==> src/rtl/mem_wb_stage.sv <==
// mem_wb_stage: memory/write-back stage with req/ack data-memory port and register-file write.
// Optional forwarding outputs are enabled by defining MEM_WB_FWD_EN.
module mem_wb_stage #(
  parameter int D_SIZE = 32,
  parameter int A_SIZE = 10
) (
  input  logic              clk,
  input  logic              rst,
  input  logic              in_valid,
  input  logic              reg_we_in,
  input  logic              load_en_in,
  input  logic              mem_re_in,
  input  logic              mem_we_in,
  input  logic [A_SIZE-1:0] addr_in,
  input  logic [D_SIZE-1:0] wdata_in,
  input  logic [D_SIZE-1:0] result_in,
  input  logic [2:0]        dest_reg_in,
  output logic              stall,
  output logic              dmem_req,
  output logic              dmem_we,
  output logic [A_SIZE-1:0] dmem_addr,
  output logic [D_SIZE-1:0] dmem_wdata,
  input  logic [D_SIZE-1:0] dmem_rdata,
  input  logic              dmem_ack,
  output logic              rf_we,
  output logic [2:0]        rf_waddr,
  output logic [D_SIZE-1:0] rf_wdata,
  output logic              err
`ifdef MEM_WB_FWD_EN
  ,
  output logic              fwd_valid,
  output logic [2:0]        fwd_reg,
  output logic [D_SIZE-1:0] fwd_data,
  output logic              fwd_pending,
  output logic [2:0]        fwd_pend_reg
`endif
);
  typedef enum logic {IDLE, MEM} state_t;
  state_t state_q, state_d;
  logic req_q, req_d, we_q, we_d, rf_we_q, rf_we_d, err_q, err_d;
  logic rwe_q, rwe_d, lden_q, lden_d, wr_q, wr_d;
  logic [A_SIZE-1:0] addr_q, addr_d;
  logic [D_SIZE-1:0] wdata_q, wdata_d, rf_wdata_q, rf_wdata_d, res_q, res_d;
  logic [2:0] rf_waddr_q, rf_waddr_d, dest_q, dest_d;
  logic accept, mem_op, done;
  assign accept = in_valid && state_q == IDLE;
  // load_en without a read has no memory source, so it falls back to a plain result write
  assign mem_op = mem_re_in || (mem_we_in && !load_en_in);
  assign done   = state_q == MEM && dmem_ack;
  always_comb begin
    state_d    = state_q;
    req_d      = req_q;
    we_d       = we_q;
    addr_d     = addr_q;
    wdata_d    = wdata_q;
    rf_we_d    = 1'b0;
    rf_waddr_d = rf_waddr_q;
    rf_wdata_d = rf_wdata_q;
    rwe_d      = rwe_q;
    lden_d     = lden_q;
    wr_d       = wr_q;
    dest_d     = dest_q;
    res_d      = res_q;
    err_d      = err_q | (accept && ((mem_re_in && mem_we_in) || (load_en_in && !mem_re_in)));
    if (accept && !mem_op) begin
      rf_we_d    = reg_we_in;
      rf_waddr_d = dest_reg_in;
      rf_wdata_d = result_in;
    end
    if (accept && mem_op) begin
      state_d = MEM;
      req_d   = 1'b1;
      we_d    = mem_we_in && !mem_re_in;
      wr_d    = mem_we_in && !mem_re_in;
      addr_d  = addr_in;
      wdata_d = wdata_in;
      rwe_d   = reg_we_in;
      lden_d  = load_en_in;
      dest_d  = dest_reg_in;
      res_d   = result_in;
    end
    if (done) begin
      state_d    = IDLE;
      req_d      = 1'b0;
      rf_we_d    = rwe_q && !wr_q;
      rf_waddr_d = wr_q ? rf_waddr_q : dest_q;
      rf_wdata_d = wr_q ? rf_wdata_q : (lden_q ? dmem_rdata : res_q);
    end
  end
  always_ff @(posedge clk) begin
    if (rst) begin
      state_q    <= IDLE;
      req_q      <= 1'b0;
      we_q       <= 1'b0;
      addr_q     <= '0;
      wdata_q    <= '0;
      rf_we_q    <= 1'b0;
      rf_waddr_q <= '0;
      rf_wdata_q <= '0;
      err_q      <= 1'b0;
      rwe_q      <= 1'b0;
      lden_q     <= 1'b0;
      wr_q       <= 1'b0;
      dest_q     <= '0;
      res_q      <= '0;
    end else begin
      state_q    <= state_d;
      req_q      <= req_d;
      we_q       <= we_d;
      addr_q     <= addr_d;
      wdata_q    <= wdata_d;
      rf_we_q    <= rf_we_d;
      rf_waddr_q <= rf_waddr_d;
      rf_wdata_q <= rf_wdata_d;
      err_q      <= err_d;
      rwe_q      <= rwe_d;
      lden_q     <= lden_d;
      wr_q       <= wr_d;
      dest_q     <= dest_d;
      res_q      <= res_d;
    end
  end
  assign stall      = state_q == MEM;
  assign dmem_req   = req_q;
  assign dmem_we    = we_q;
  assign dmem_addr  = addr_q;
  assign dmem_wdata = wdata_q;
  assign rf_we      = rf_we_q;
  assign rf_waddr   = rf_waddr_q;
  assign rf_wdata   = rf_wdata_q;
  assign err        = err_q;
`ifdef MEM_WB_FWD_EN
  logic pend_q;
  always_ff @(posedge clk) begin
    if (rst) pend_q <= 1'b0;
    else pend_q <= (accept && mem_op) ? reg_we_in : (done ? 1'b0 : pend_q);
  end
  assign fwd_valid    = rf_we_q;
  assign fwd_reg      = rf_waddr_q;
  assign fwd_data     = rf_wdata_q;
  assign fwd_pending  = pend_q;
  assign fwd_pend_reg = dest_q;
`else
`endif
endmodule

==> config.mk <==
export PLATFORM = sky130hd
export DESIGN_NAME = mem_wb_stage
export DESIGN_NICKNAME = d
export VERILOG_FILES = /design/src/rtl/mem_wb_stage.sv
export SDC_FILE = /design/constraint.sdc
export NUM_CORES = 1
export LEC_CHECK = 0
export CAP_MARGIN = 20
export CORE_UTILIZATION = 40
export CTS_CLUSTER_DIAMETER = 200
export DETAILED_ROUTE_END_ITERATION = 8
export GPL_TIMING_DRIVEN = 0
export PLACE_DENSITY = 0.8
export SLEW_MARGIN = 15
export SYNTH_ARGS = -nofsm -noshare
export SYNTH_HDL_FRONTEND = slang
export SYNTH_SLANG_ARGS = --single-unit
export TNS_END_PERCENT = 50
==> constraint.sdc <==
create_clock -name clk -period 1.8 [get_ports clk]
set_input_delay 0.18 -clock clk [delete_from_list [all_inputs] [get_ports clk]]
set_output_delay 0.18 -clock clk [all_outputs]
set_load 0.02 [all_outputs]
# After elaboration in Yosys (flattened, before gate mapping)
# Cells that the tools add are included.
totals:
  mem_count: 0
  in_bits: 117
  elab_cells: 43
  latch_bits: 0
  register_bits: 118
  ram_bits: 0
  rom_bits: 0
  out_inout_bits: 82
op_classes:
  n_reduce_logical: 19
  bitwise: 2
  magnitude_cmp: 0
  n_mux: 9
  mul: 0
  eq_ne: 1
  div_mod_pow: 0
  shift: 0
  addsub: 0
ops:
  columns: ["op", "n"]
  rows:
  - ["$mux 32", 4]
  - ["$logic_and 1x1->1", 10]
  - ["$mux 3", 3]
  - ["$logic_not 1->1", 4]
  - ["$logic_or 1x1->1", 2]
  - ["$mux 1", 2]
  - ["$ne 2x2->1 const B", 1]
  - ["$reduce_and 2->1", 1]
  - ["$reduce_bool 2->1", 1]
  - ["$reduce_or 2->1", 1]
  - ["$not 1->1", 1]
  - ["$or 1x1->1", 1]

# Depth between registers and ports, before layout
# Gate-level depths: netlist of run 1.
logic_depth:
  word_depth: 7
  mapped_depth: 7
  mapped_depth_nobuf: 4

# Worst setup path after synthesis of run 1
# Ideal clock, no wire load.
synth_path:
  path_kind: "register to register"
  start: "register, netlist name dmem_req"
  end: "register wdata_q[10] (netlist: dmem_wdata[10])"
  slack_ps: 345
  n_path_buf: 3
  t_arrival_ps: 1322
  stages_incl_launch_ff: 8
  setup_ps: 132
  synth_period_minus_slack_ps: 1455
  required_time_ps: 1668
  cell_sequence: "dfxtp_1 -> and2b_4 -> o21a_1 -> buf_4 -> buf_6 -> buf_6 -> nand2_1 -> a21oi_1"
synth_lines:
  columns: ["item", "line", "text"]
  rows:
  - ["end signal, assigned", "111", "wdata_q <= wdata_d;"]
  - ["end, declared", "43", "logic [D_SIZE-1:0] wdata_q, wdata_d, rf_wdata_q, rf_wdata_d, res_q, res_d;"]

==> results of run 1 <==
[layer usage]
layer | global-route usage, % | vias to the layer above
met2 | 42.8 | 184
met5 | 0 | -
met1 | 27.8 | 2315
met4 | 10.0 | 0
li1 | - | 2440
met3 | 8.93 | 28
[through the flow]
step           power, mW  worst slack [ns]  area, µm²  utilization (%)
4_1_cts             7.27            0.0581       7510             64.9
5_1_grt             7.49            0.0209       7510             64.9
2_1_floorplan       3.51             0.345       4820                -
6_report            7.23            0.0628       7510             64.9
3_3_place_gp        4.11            -0.162       6960             60.2
3_5_place_dp        4.15            -0.209       6960             60.2
[sequential cells by signal, summed over array words and instances, names as in the netlist, 3 cells and up]
register / cells
dest_q: 3
dmem_addr: 10
dmem_wdata: 32
res_q: 32
rf_waddr: 3
rf_wdata: 32
[how the worst max path moves through the flow]
stage,from,to,slack [ns],cells past startpoint
after detailed placement,dmem_ack,rf_wdata[11],-0.21,6
final,wr_q,dmem_we,0.06,1
after global placement,dmem_ack,rf_wdata[17],-0.16,6
after floorplan,dmem_req,dmem_wdata[10],0.35,7
after global routing,wr_q,dmem_we,0.02,1
after CTS,dmem_req,stall,0.06,2
[cell type report]
type	count	area (µm²)	area share, %
tap	143	179	2.38
multi-input combinational	430	2180	29.1
timing repair buffer	196	1960	26.1
buffer	51	273	3.63
sequential	118	2360	31.5
clock buffer	27	533	7.10
clock inverter	3	15.0	0.200
[report_power, final]
part | total (mW) | switching, mW | internal (mW)
Clock | 3.12 | 1.14 | 1.99
Combinational | 1.25 | 0.626 | 0.623
Sequential | 2.86 | 0.0844 | 2.77
[logic make-up (layout without fill, tap and decap cells)]
family | Yosys count | in the layout | synth area share, %
AND/OR/NAND/NOR | 241 | 241 | 19.5
AO/OA/AOI/OAI | 156 | 156 | 19.0
flip-flops | 118 | 118 | 49.0
buffers and inverters | 51 | 277 | 5.61
multiplexers | 33 | 33 | 6.88
[cells in the mapped netlist (all sizes together)]
library cell,n,area share [%]
o32ai,1,0.57
o21ai,2,0.29
o32a,1,0.21
clkbuf,21,1.6
nand2b,2,0.42
a21o,1,0.16
o21a,1,0.16
nor2b,1,0.29
a21oi,112,12
buf,30,4.0
mux2,1,0.23
nor2,8,0.62
mux2i,32,6.6
dfxtp,118,49
a211oi,1,0.16
and2,1,0.13
a311oi,3,0.55
a22oi,2,0.31
o211ai,32,5.0
nand2,227,18
nor3,1,0.10
and2b,1,0.21
[what timing repair did]
| item | CTS | global route |
|---|---|---|
| hold endpoints to repair | 0 | 0 |
| buffers inserted | 0 | 0 |
| endpoints found under the setup margin | 2 | 13 |
| gates resized for setup | 1 | 4 |
| pin swaps | 0 | 0 |
==> reports/metrics.cfg, run 1 <==
[layout]
syn_to_final_growth_pct=55.9
final_cells=968
num-nets-final=931
final_common_cell=sky130_fd_sc_hd__nand2_1
final_layout_size_suffix_gt1_share_pct=7.76
insertedDiodeCount=0
layout_common_cells=sky130_fd_sc_hd__nand2_1, sky130_fd_sc_hd__clkdlybuf4s50_1, sky130_fd_sc_hd__dfxtp_1
fillers=988

[detailed_routing]
detail_route.wirelength.met1_mm=6.29
drtIter0Drc=321
via_per_inst=5.13
detail_route.drc_violations=10
drt-wirelength-per-cell_um=15.8
totalWireLength_mm=15.3
uppermost_signal_routing_layer_after_detailed_routing=met4
first_pass_iters=8
met3RoutedLength_mm=1.10
postRouteAntennaNets=0
via_count=4967
met2WireLength_mm=7.59

[placement]
placed_cell_count=938
numPortBuffers=196
dp.final_hpwl_mm=11.3
place.gp.congestion=0.867

[cts]
tritoncts=done
path_clk_slew_ns=0.05
cts_inserted_buffers=17
cts-hold-fix-buffers=0
worstSkewPairLatency_ns=0.42
tritoncts_num_sinks=118
cts_root_buffer=sky130_fd_sc_hd__clkbuf_16
htreeDepth=4
clock_path_buffers=2

[setup_path]
timing.reg2reg.worst_path_depth=5
worst-path-max-fanout=5
critical_path.endpoint_type=output port
rr_endpoint=rf_wdata[30]
worst_r2r_startpoint=dmem_req
reg2reg_setup_slack_ns=0.14
critPathKind=register to output port
largest_delay_share_family_worst_path=buffers and inverters
worst_ep_arrival_time_ns=1.56
worstSetupStartpointType=register
worst_ep_required_time_ns=1.62
critical_path.max_stage_delay_ns=0.68
critical_path.slowest_cell=sky130_fd_sc_hd__clkdlybuf4s50_1
cp_cell_sequence=clkdlybuf4s50_1
critPathBufInv=1

[sta]
timing.fmax_mhz=576
final_layout_setup_total_negative_slack_ns=0
hold_ws_ns=0.109
timing_worst_slew_pin_value_ns=0.618
hold_vio_cnt_final=0
finalCritPeriodShare_pct=96.5
timing_max_transition_violations_final=0
setup_viol_count_final=0
rsz0062_at_grt=no
worst_clock_skew_ns=0.00567
finalCriticalPeriod_ns=1.74
relSlewSlack_pct=58.8

[grt]
groute.usage.overall_pct=24.8
globalRoute.totalOverflow=0
first_global_vias=4915
antenna_found_initial=0
grt_start_max_net_pins=17
grt_pass1_wl_mm=24.1

[die]
die-width_um=112
dieArea_mm2=0.0125
die_h_um=112
fp.coreArea_mm2=0.0116
start_util_pct=41.7
rows=39
design.portCount=199

[min_path]
worst_hold_path.endpoint=wr_q
worst_hold_startpoint=mem_re_in
class_of_the_tightest_hold_or_removal_check=input pin to register
hold-path-cell-count=2

[run_status]
violations=DRC
outcome=finished, violations left

[yosys]
yosysWarnings=0
seq_area_frac_synth_pct=49.0
synthDistinctLibCells=27
postSynthAreaPerCell_um2=8.04
gate_count_after_technology_mapping=599
synthesis.area_mm2=0.00482
ys_seq_elements=118
synth_fp_nets=716

[pwr]
static-leakage-power_nw=2.67
pwr_density_cell_mw_per_mm2=963
irDropWorstVdd_v=0.000611

[job]
maxCapViolations=0

No activity file was read; power rests on OpenSTA's default activity.
==> run 2, diff against run 1 <==
Settings changed: ABC_CLOCK_PERIOD_IN_PS from default to 1800.
==> results of run 2 <==
Final layout, timing and power as in run 1 (identical DEF).
